`src/rtl/coeff_load_arbiter.sv`:
```
// Burst arbiter in front of the coefficient buffer write port: grants whole bursts and
// issues them word by word. Define COEFF_ARB_FIXED_PRIO_EN for fixed-priority selection.
module coeff_load_arbiter #(
  parameter int unsigned NUM_REQ     = 2,
  parameter int unsigned ADDR_WIDTH  = 5,
  parameter int unsigned COEFF_WIDTH = 16,
  parameter int unsigned TIMEOUT     = 64,
  parameter int unsigned ID_WIDTH    = 3
) (
  input  logic                              axi_clk,
  input  logic                              axi_rst,
  input  logic [NUM_REQ-1:0]                req_valid_i,
  input  logic [NUM_REQ-1:0]                req_last_i,
  input  logic [NUM_REQ*ADDR_WIDTH-1:0]     req_addr_i,
  input  logic [NUM_REQ*2*COEFF_WIDTH-1:0]  req_data_i,
  output logic [NUM_REQ-1:0]                req_ready_o,
  output logic [NUM_REQ-1:0]                grant_o,
  output logic                              busy_o,
  output logic                              burst_done_o,
  output logic                              err_timeout_o,
  output logic [ID_WIDTH-1:0]               err_req_id_o,
  input  logic                              err_clr_i,
  output logic [ADDR_WIDTH-1:0]             axi_addr,
  output logic [2*COEFF_WIDTH-1:0]          axi_data_w,
  output logic                              axi_we,
  input  logic                              axi_ack
);

  localparam int unsigned DATA_W = 2 * COEFF_WIDTH;
  localparam int unsigned CNT_W  = (TIMEOUT > 2) ? $clog2(TIMEOUT) : 1;

  typedef enum logic [1:0] {
    ST_IDLE,
    ST_ISSUE,
    ST_WAIT_ACK
  } state_t;

  state_t                r_state;
  logic [NUM_REQ-1:0]    r_grant;
  logic [ID_WIDTH-1:0]   r_gidx;
  logic                  r_busy;
  logic                  r_we;
  logic                  r_done;
  logic                  r_last;
  logic                  r_err;
  logic [ID_WIDTH-1:0]   r_err_id;
  logic [ADDR_WIDTH-1:0] r_addr;
  logic [DATA_W-1:0]     r_data;
  logic [CNT_W-1:0]      r_cnt;

`ifndef COEFF_ARB_FIXED_PRIO_EN
  logic [ID_WIDTH-1:0]   r_ptr;
  logic [ID_WIDTH-1:0]   w_ptr_next;
`endif

  logic                  w_any;
  logic [ID_WIDTH-1:0]   w_win_idx;
  int unsigned           w_best;
  int unsigned           w_dist;
  logic                  w_sel_valid;
  logic                  w_sel_last;
  logic [ADDR_WIDTH-1:0] w_sel_addr;
  logic [DATA_W-1:0]     w_sel_data;
  logic                  w_timeout;

  // Winner = valid requester with the smallest distance from the priority start point
  always_comb begin
    w_any     = 1'b0;
    w_win_idx = '0;
    w_best    = NUM_REQ;
    w_dist    = 0;
    for (int unsigned k = 0; k < NUM_REQ; k++) begin
      if (req_valid_i[k]) begin
`ifdef COEFF_ARB_FIXED_PRIO_EN
        w_dist = k;
`else
        w_dist = (k + NUM_REQ - 32'(r_ptr)) % NUM_REQ;
`endif
        if (w_dist < w_best) begin
          w_best    = w_dist;
          w_win_idx = ID_WIDTH'(k);
          w_any     = 1'b1;
        end
      end
    end
  end

  // Mux the granted requester's word onto the capture path
  always_comb begin
    w_sel_valid = |(req_valid_i & r_grant);
    w_sel_last  = |(req_last_i & r_grant);
    w_sel_addr  = '0;
    w_sel_data  = '0;
    for (int unsigned k = 0; k < NUM_REQ; k++) begin
      if (r_grant[k]) begin
        w_sel_addr = req_addr_i[k*ADDR_WIDTH +: ADDR_WIDTH];
        w_sel_data = req_data_i[k*DATA_W +: DATA_W];
      end
    end
  end

  // Abort on the cycle that would bring the wait count to TIMEOUT-1
  assign w_timeout = (r_cnt == CNT_W'(TIMEOUT - 2));

`ifndef COEFF_ARB_FIXED_PRIO_EN
  assign w_ptr_next = ID_WIDTH'((32'(r_gidx) + 32'd1) % NUM_REQ);
`endif

  always_ff @(posedge axi_clk) begin
    if (axi_rst) begin
      r_state  <= ST_IDLE;
      r_grant  <= '0;
      r_gidx   <= '0;
      r_busy   <= 1'b0;
      r_we     <= 1'b0;
      r_done   <= 1'b0;
      r_last   <= 1'b0;
      r_err    <= 1'b0;
      r_err_id <= '0;
      r_addr   <= '0;
      r_data   <= '0;
      r_cnt    <= '0;
`ifndef COEFF_ARB_FIXED_PRIO_EN
      r_ptr    <= '0;
`endif
    end else begin
      r_we   <= 1'b0;
      r_done <= 1'b0;
      // Clear first so a timeout in the same cycle overrides it
      if (err_clr_i) begin
        r_err    <= 1'b0;
        r_err_id <= '0;
      end
      case (r_state)
        ST_IDLE: begin
          if (w_any) begin
            r_grant <= NUM_REQ'(1) << w_win_idx;
            r_gidx  <= w_win_idx;
            r_busy  <= 1'b1;
            r_state <= ST_ISSUE;
          end
        end
        ST_ISSUE: begin
          if (w_sel_valid) begin
            r_addr  <= w_sel_addr;
            r_data  <= w_sel_data;
            r_last  <= w_sel_last;
            r_we    <= 1'b1;
            r_cnt   <= '0;
            r_state <= ST_WAIT_ACK;
          end
        end
        ST_WAIT_ACK: begin
          if (axi_ack) begin
            if (r_last) begin
              r_done  <= 1'b1;
              r_grant <= '0;
              r_busy  <= 1'b0;
              r_state <= ST_IDLE;
`ifndef COEFF_ARB_FIXED_PRIO_EN
              r_ptr   <= w_ptr_next;
`endif
            end else begin
              r_state <= ST_ISSUE;
            end
          end else if (w_timeout) begin
            r_err    <= 1'b1;
            r_err_id <= r_gidx;
            r_grant  <= '0;
            r_busy   <= 1'b0;
            r_state  <= ST_IDLE;
`ifndef COEFF_ARB_FIXED_PRIO_EN
            r_ptr    <= w_ptr_next;
`endif
          end else begin
            r_cnt <= r_cnt + CNT_W'(1);
          end
        end
        default: begin
          r_grant <= '0;
          r_busy  <= 1'b0;
          r_state <= ST_IDLE;
        end
      endcase
    end
  end

  // Ready is a decode of registered state and grant so a word is taken in its first ISSUE cycle
  assign req_ready_o   = (r_state == ST_ISSUE) ? r_grant : '0;
  assign grant_o       = r_grant;
  assign busy_o        = r_busy;
  assign burst_done_o  = r_done;
  assign err_timeout_o = r_err;
  assign err_req_id_o  = r_err_id;
  assign axi_addr      = r_addr;
  assign axi_data_w    = r_data;
  assign axi_we        = r_we;

endmodule

```
`config.mk`:
```
export PLATFORM = sky130hd
export DESIGN_NAME = coeff_load_arbiter
export DESIGN_NICKNAME = d
export VERILOG_FILES = /design/src/rtl/coeff_load_arbiter.sv
export SDC_FILE = /design/constraint.sdc
export NUM_CORES = 1
export LEC_CHECK = 0
export BUFFER_PORTS_ARGS = -buffer_cell sky130_fd_sc_hd__buf_4
export CAP_MARGIN = 40
export CORE_MARGIN = 3
export CORE_UTILIZATION = 29
export DETAILED_ROUTE_END_ITERATION = 7
export PLACE_DENSITY = 0.56
export SETUP_SLACK_MARGIN = 0.1
export SLEW_MARGIN = 20
export SYNTH_ARGS = -nofsm -noshare
export SYNTH_HDL_FRONTEND = slang
export SYNTH_SLANG_ARGS = --single-unit
```
`constraint.sdc`:
```
create_clock -name axi_clk -period 3.73 [get_ports axi_clk]
set_input_delay 0.746 -clock axi_clk [delete_from_list [all_inputs] [get_ports axi_clk]]
set_output_delay 0.746 -clock axi_clk [all_outputs]
set_load 0.01 [all_outputs]
```
======== Word level (Yosys, flattened, before mapping) ========
Index checks and enable logic that the tools add are counted.
storage, ports and cells
  register bits after elaboration ......... 57
  logic and storage cells ................. 93
cells by class
  add/subtract/negate cells ............... 4
  $lt $le $gt $ge ......................... 2
  equality and inequality tests ........... 10
  shift-type cells ........................ 1
  multiplexer cells ....................... 45
  bitwise operators ....................... 5
  reduce and logical (&&, ||, !) cells .... 13
operators with widths
  operator                                             number
  2-to-1 mux 32 bit                                    2
  less-than comparator 1 x 32 -> 1 bit                 1
  2-to-1 mux 1 bit                                     20
  2-to-1 mux 2 bit                                     10
  2-to-1 mux 6 bit                                     3
  2-to-1 mux 3 bit                                     4
  one-hot mux 2 bit (3 select lines)                   2
  one-hot mux 6 bit (2 select lines)                   1
  2-to-1 mux 5 bit                                     2
  inequality test 2 bit, second input constant         4
  AND reduction 4 bit                                  2
  adder 6 x 1 -> 6 bit, second input constant          1
  equality test 6 bit, second input constant           1
  inequality test 3 bit, second input constant         2
  AND reduction 3 bit                                  2
  OR reduction 2 bit                                   3
  AND 2 bit                                            2
  AND reduction 2 bit                                  2
  nonzero test 2 bit                                   2
  NOT 1 bit                                            3
  one-hot mux 1 bit (3 select lines)                   1
  OR reduction 3 bit                                   1
  equality test 2 x 1 -> 1 bit, second input constant  1
  equality test 2 bit, second input constant           1
  6 further kinds                                      7

======== Depth between registers and ports, before layout ========
  depth after elaboration ................. 10
  depth in mapped cells ................... 7

======== Least setup slack after synthesis ========
Ideal clock, no wire load.
  kind .................................... reg2out
  start point ............................. reg r_grant[1], in the netlist grant_o[1]
  end point ............................... out req_ready_o[1]
  arrival ................................. 0.985 ns
  required time ........................... 2.984 ns
  setup slack ............................. 1.999 ns
  stages on the path, launching flop included .. 4
  path buffers ............................ 2
  path through ............................ dfxtp_1 buf_2 clkbuf_1 and2_1
on the way
  word-level cells in the longest chain between the ends .. 1
RTL lines
  item                    line  RTL
  from (decl)             39    logic [NUM_REQ-1:0] r_grant;
  from (signal assigned)  137   r_grant <= NUM_REQ'(1) << w_win_idx;
  2-to-1 mux 2 bit        189   assign req_ready_o = (r_state == ST_ISSUE) ? r_grant : '0;
  to (decl)               16    output logic [NUM_REQ-1:0] req_ready_o,
No other way between the ends.

======== Worst setup path in the final report ========
  start point ............................. reg r_state[0]
  end point ............................... out req_ready_o[1]
on the way
  word-level cells in the longest chain between the ends .. 2
RTL lines
  item                          line  RTL
  from (decl)                   38    state_t r_state;
  from (signal assigned)        111   r_state <= ST_IDLE;
  from (signal assigned)        140   r_state <= ST_ISSUE;
  from (signal assigned)        150   r_state <= ST_WAIT_ACK;
  equality test 2 x 1 -> 1 bit  189
  2-to-1 mux 2 bit              189
No other way between the ends.

==> flow_summary.toml <==
[critical_path]
rr_worst_depth = 6
r2r_start = "grant_o[1]"
path_cells = "nor2b_1 -> and2_1 -> buf_4"
end_kind = "output port"
critical_path_arrival_ps = 1490
critPathBufInv = 1
worstReg2RegEnd = "axi_data_w[17]"
worstSetupStartpointType = "register"
crit_family = "simple AND/OR/NAND/NOR gates"
crit_fanout = 9
rrSetupSlack_ps = 1710
worstSetupPathType = "register to output port"
cp_slowest_cell = "dfxtp_1"
slowest_delay_ps = 480
required_ps = 2980

[cells_and_area]
fin_cells = 510
final_util_pct = 44.9
drive_above_1_share_pct = 39.0
nNetsFinal = 484
area_growth_pct = 49.2
n_antenna_cell = 0

[grt]
grt_pass1_wl_um = 11900
antenna_found_initial = 0
grt_overflow = 0
track_usage_pct = 15.4
grt_max_degree = 59
grt_pass1_vias = 2412

[logic_synthesis]
synth_warnings = 0
synth_cell_types = 37
seq_area_frac_synth_pct = 45.9
netlist_instances = 282
ys_async_sr_fraction_pct = 0
syn_avg_cell_area_sq_um = 8.82
synthTopCellsByArea = "dfxtp_1 46%, a221oi_1 13%, nor3_1 8.9%, nor2_1 6.8%, buf_4 2.7%"
synth_most_common_cell = "dfxtp_1"
synth.largest_area_cell = "dfxtp_1"
synth_edf_count = 0
netlist.area_leader.share_pct = 45.9
synth_common_cells = "57 x dfxtp_1, 45 x nor2_1, 44 x nor3_1"
ys_seq_elements = 57
synth_flop_cell = "dfxtp_1"
syn_nets = 366
syn_area_sq_um = 2490

[clocking]
clk_latency_ps = 340
cts_tree = "done"
htreeDepth = 3
cts_made_buffers = 9
clkTransAtPathRegs_ps = 70
clock_path_buffers = 2
cts_resized = 0
clock_sinks = 57
ctsRootBufferMaster = "clkbuf_8"
postCtsSetupRepairBufs = 0
cts_hold_buffers = 0

[drt]
route.detailed.drc = 0
totalWireLength_um = 7700
routedWlPerCell_um = 15.1
viasPerCell = 5.00
drtAntennaViolNets = 0
drt_iter0_drc = 107
firstDrtPassIters = 4
num_vias = 2551

[power]
power_frac_seq_pct = 42.5
peakVddDrop_uv = 202
p_comb_share_pct = 17.2
leakagePower_nw = 1.52
power_switching_w = 0.000409
power_frac_clock_pct = 40.3
power_density_nw_per_um2 = 421
p_sw_share_pct = 26.2
p_total_w = 0.00156
intPower_w = 0.00115

[floorplanning]
ios = 130
die_y_um = 98.6
dieArea_sq_um = 9720
die_w_um = 98.6
coreArea_sq_um = 8260
rows = 33
start_util_pct = 30.1

[timing]
post-route-min-period_ps = 2240
worst_pin_slew_ps = 637
finalSetupTns_ps = 0
max_freq_ghz = 0.447
finalHoldViolations = 0
relSlewSlack_pct = 57.5
finalCritPeriodShare_pct = 60.0
setup_viol = 0
slew_viol_final = 0
rsz0062_at_grt = "false"
setup_ws_ps = 1490
fin_skew_ps = 10.7

[placement]
pre_cts_ws_ps = 1590
place_congestion = 0.770
hpwl_um = 5210
dp_cells = 494
port_buffers = 129

[run]
drv_cap = 0

[worst_hold_path]
hold_path_depth = 1
hold_end = "err_req_id_o[1]"
min_from = "err_req_id_o[1]"
hold_path.class = "register to register"

[status]
status = "complete, no violations"
-- metrics by stage --
stage	area (sq um)	hold slack [ps]
after floorplan	2490	453
after global placement	3480	449
after detailed placement	3500	453
after CTS	3710	470
after global routing	3710	495
final	3710	468
-- registers in the layout, indices dropped and copies added, names as in the netlist --
name / cells
axi_data_w: 32
r_cnt: 6
axi_addr: 5
err_req_id_o: 3
grant_o: 2
r_state: 2
axi_we: 1
burst_done_o: 1
busy_o: 1
err_timeout_o: 1
r_gidx: 1
r_last: 1
r_ptr: 1
-- worst max-delay path by stage --
stage / slack (ps) / start / to / cells after the start
2_1_floorplan: 2000 / grant_o[1] / req_ready_o[1] / 3
3_3_place_gp: 1370 / req_valid_i[0] / axi_addr[0] / 5
5_1_grt: 1380 / r_state[0] / req_ready_o[0] / 3
4_1_cts: 1470 / r_state[0] / req_ready_o[0] / 3
6_report: 1490 / r_state[0] / req_ready_o[1] / 3
3_5_place_dp: 1590 / req_valid_i[0] / axi_data_w[17] / 6
-- logic make-up (layout without fill, tap and decap cells) --
kind of cell,after synthesis,count (layout),share of synthesized area [%]
fa+ha+maj,2,2,1.01
simple gates,125,125,24.5
flops,57,57,45.9
buf+inv,30,153,6.29
compound gates,68,68,22.3
-- routing by layer --
metal	GRT usage (%)	vias to the layer above	part of all wire, %	wire length [um]
li1	-	1286	-	-
met1	18.8	1174	42	3270
met2	24.9	86	49	3750
met3	5.73	5	8.1	620
met4	5.36	0	0.74	57
met5	0	-	0	0
-- final cells by class --
class	count	area, sq um
clock buffer	11	131
clock inverter	5	80.1
fill	817	4550
inverter	4	15.0
multi-input combinational	195	1200
sequential	57	1140
tap	105	131
timing repair buffer	133	1010
-- power groups by stage --
| stage | sequential, W | clock [W] | combinational [W] |
|---|---|---|---|
| after detailed placement | 0.000676 | 0 | 0.000271 |
| after global routing | 0.000666 | 0.000671 | 0.000295 |
| final | 0.000662 | 0.000629 | 0.000268 |
| after floorplan | 0.000684 | 0 | 0.000122 |
| after CTS | 0.000662 | 0.000646 | 0.000271 |
| after global placement | 0.000675 | 0 | 0.000267 |
-- cells in the final DEF, fill, tap and decap left out, drive strengths merged, types with 2 or more instances in the layout --
cell type / netlist / layout
a211oi: 3 / 3
a21oi: 11 / 11
a221oi: 38 / 38
a22oi: 3 / 3
a31oi: 3 / 3
and2: 4 / 4
buf: 12 / 133
bufinv: 0 / 2
clkbuf: 14 / 11
clkinvlp: 0 / 2
dfxtp: 57 / 57
ha: 2 / 2
inv: 4 / 4
nand2: 7 / 7
nand2b: 5 / 5
nand3: 9 / 9
nand3b: 2 / 2
nor2: 45 / 45
nor2b: 2 / 2
nor3: 45 / 45
o21ai: 2 / 2
o311ai: 2 / 2
o32ai: 2 / 2
or3: 2 / 2
Note: power is estimated with default switching activity, not from simulation.
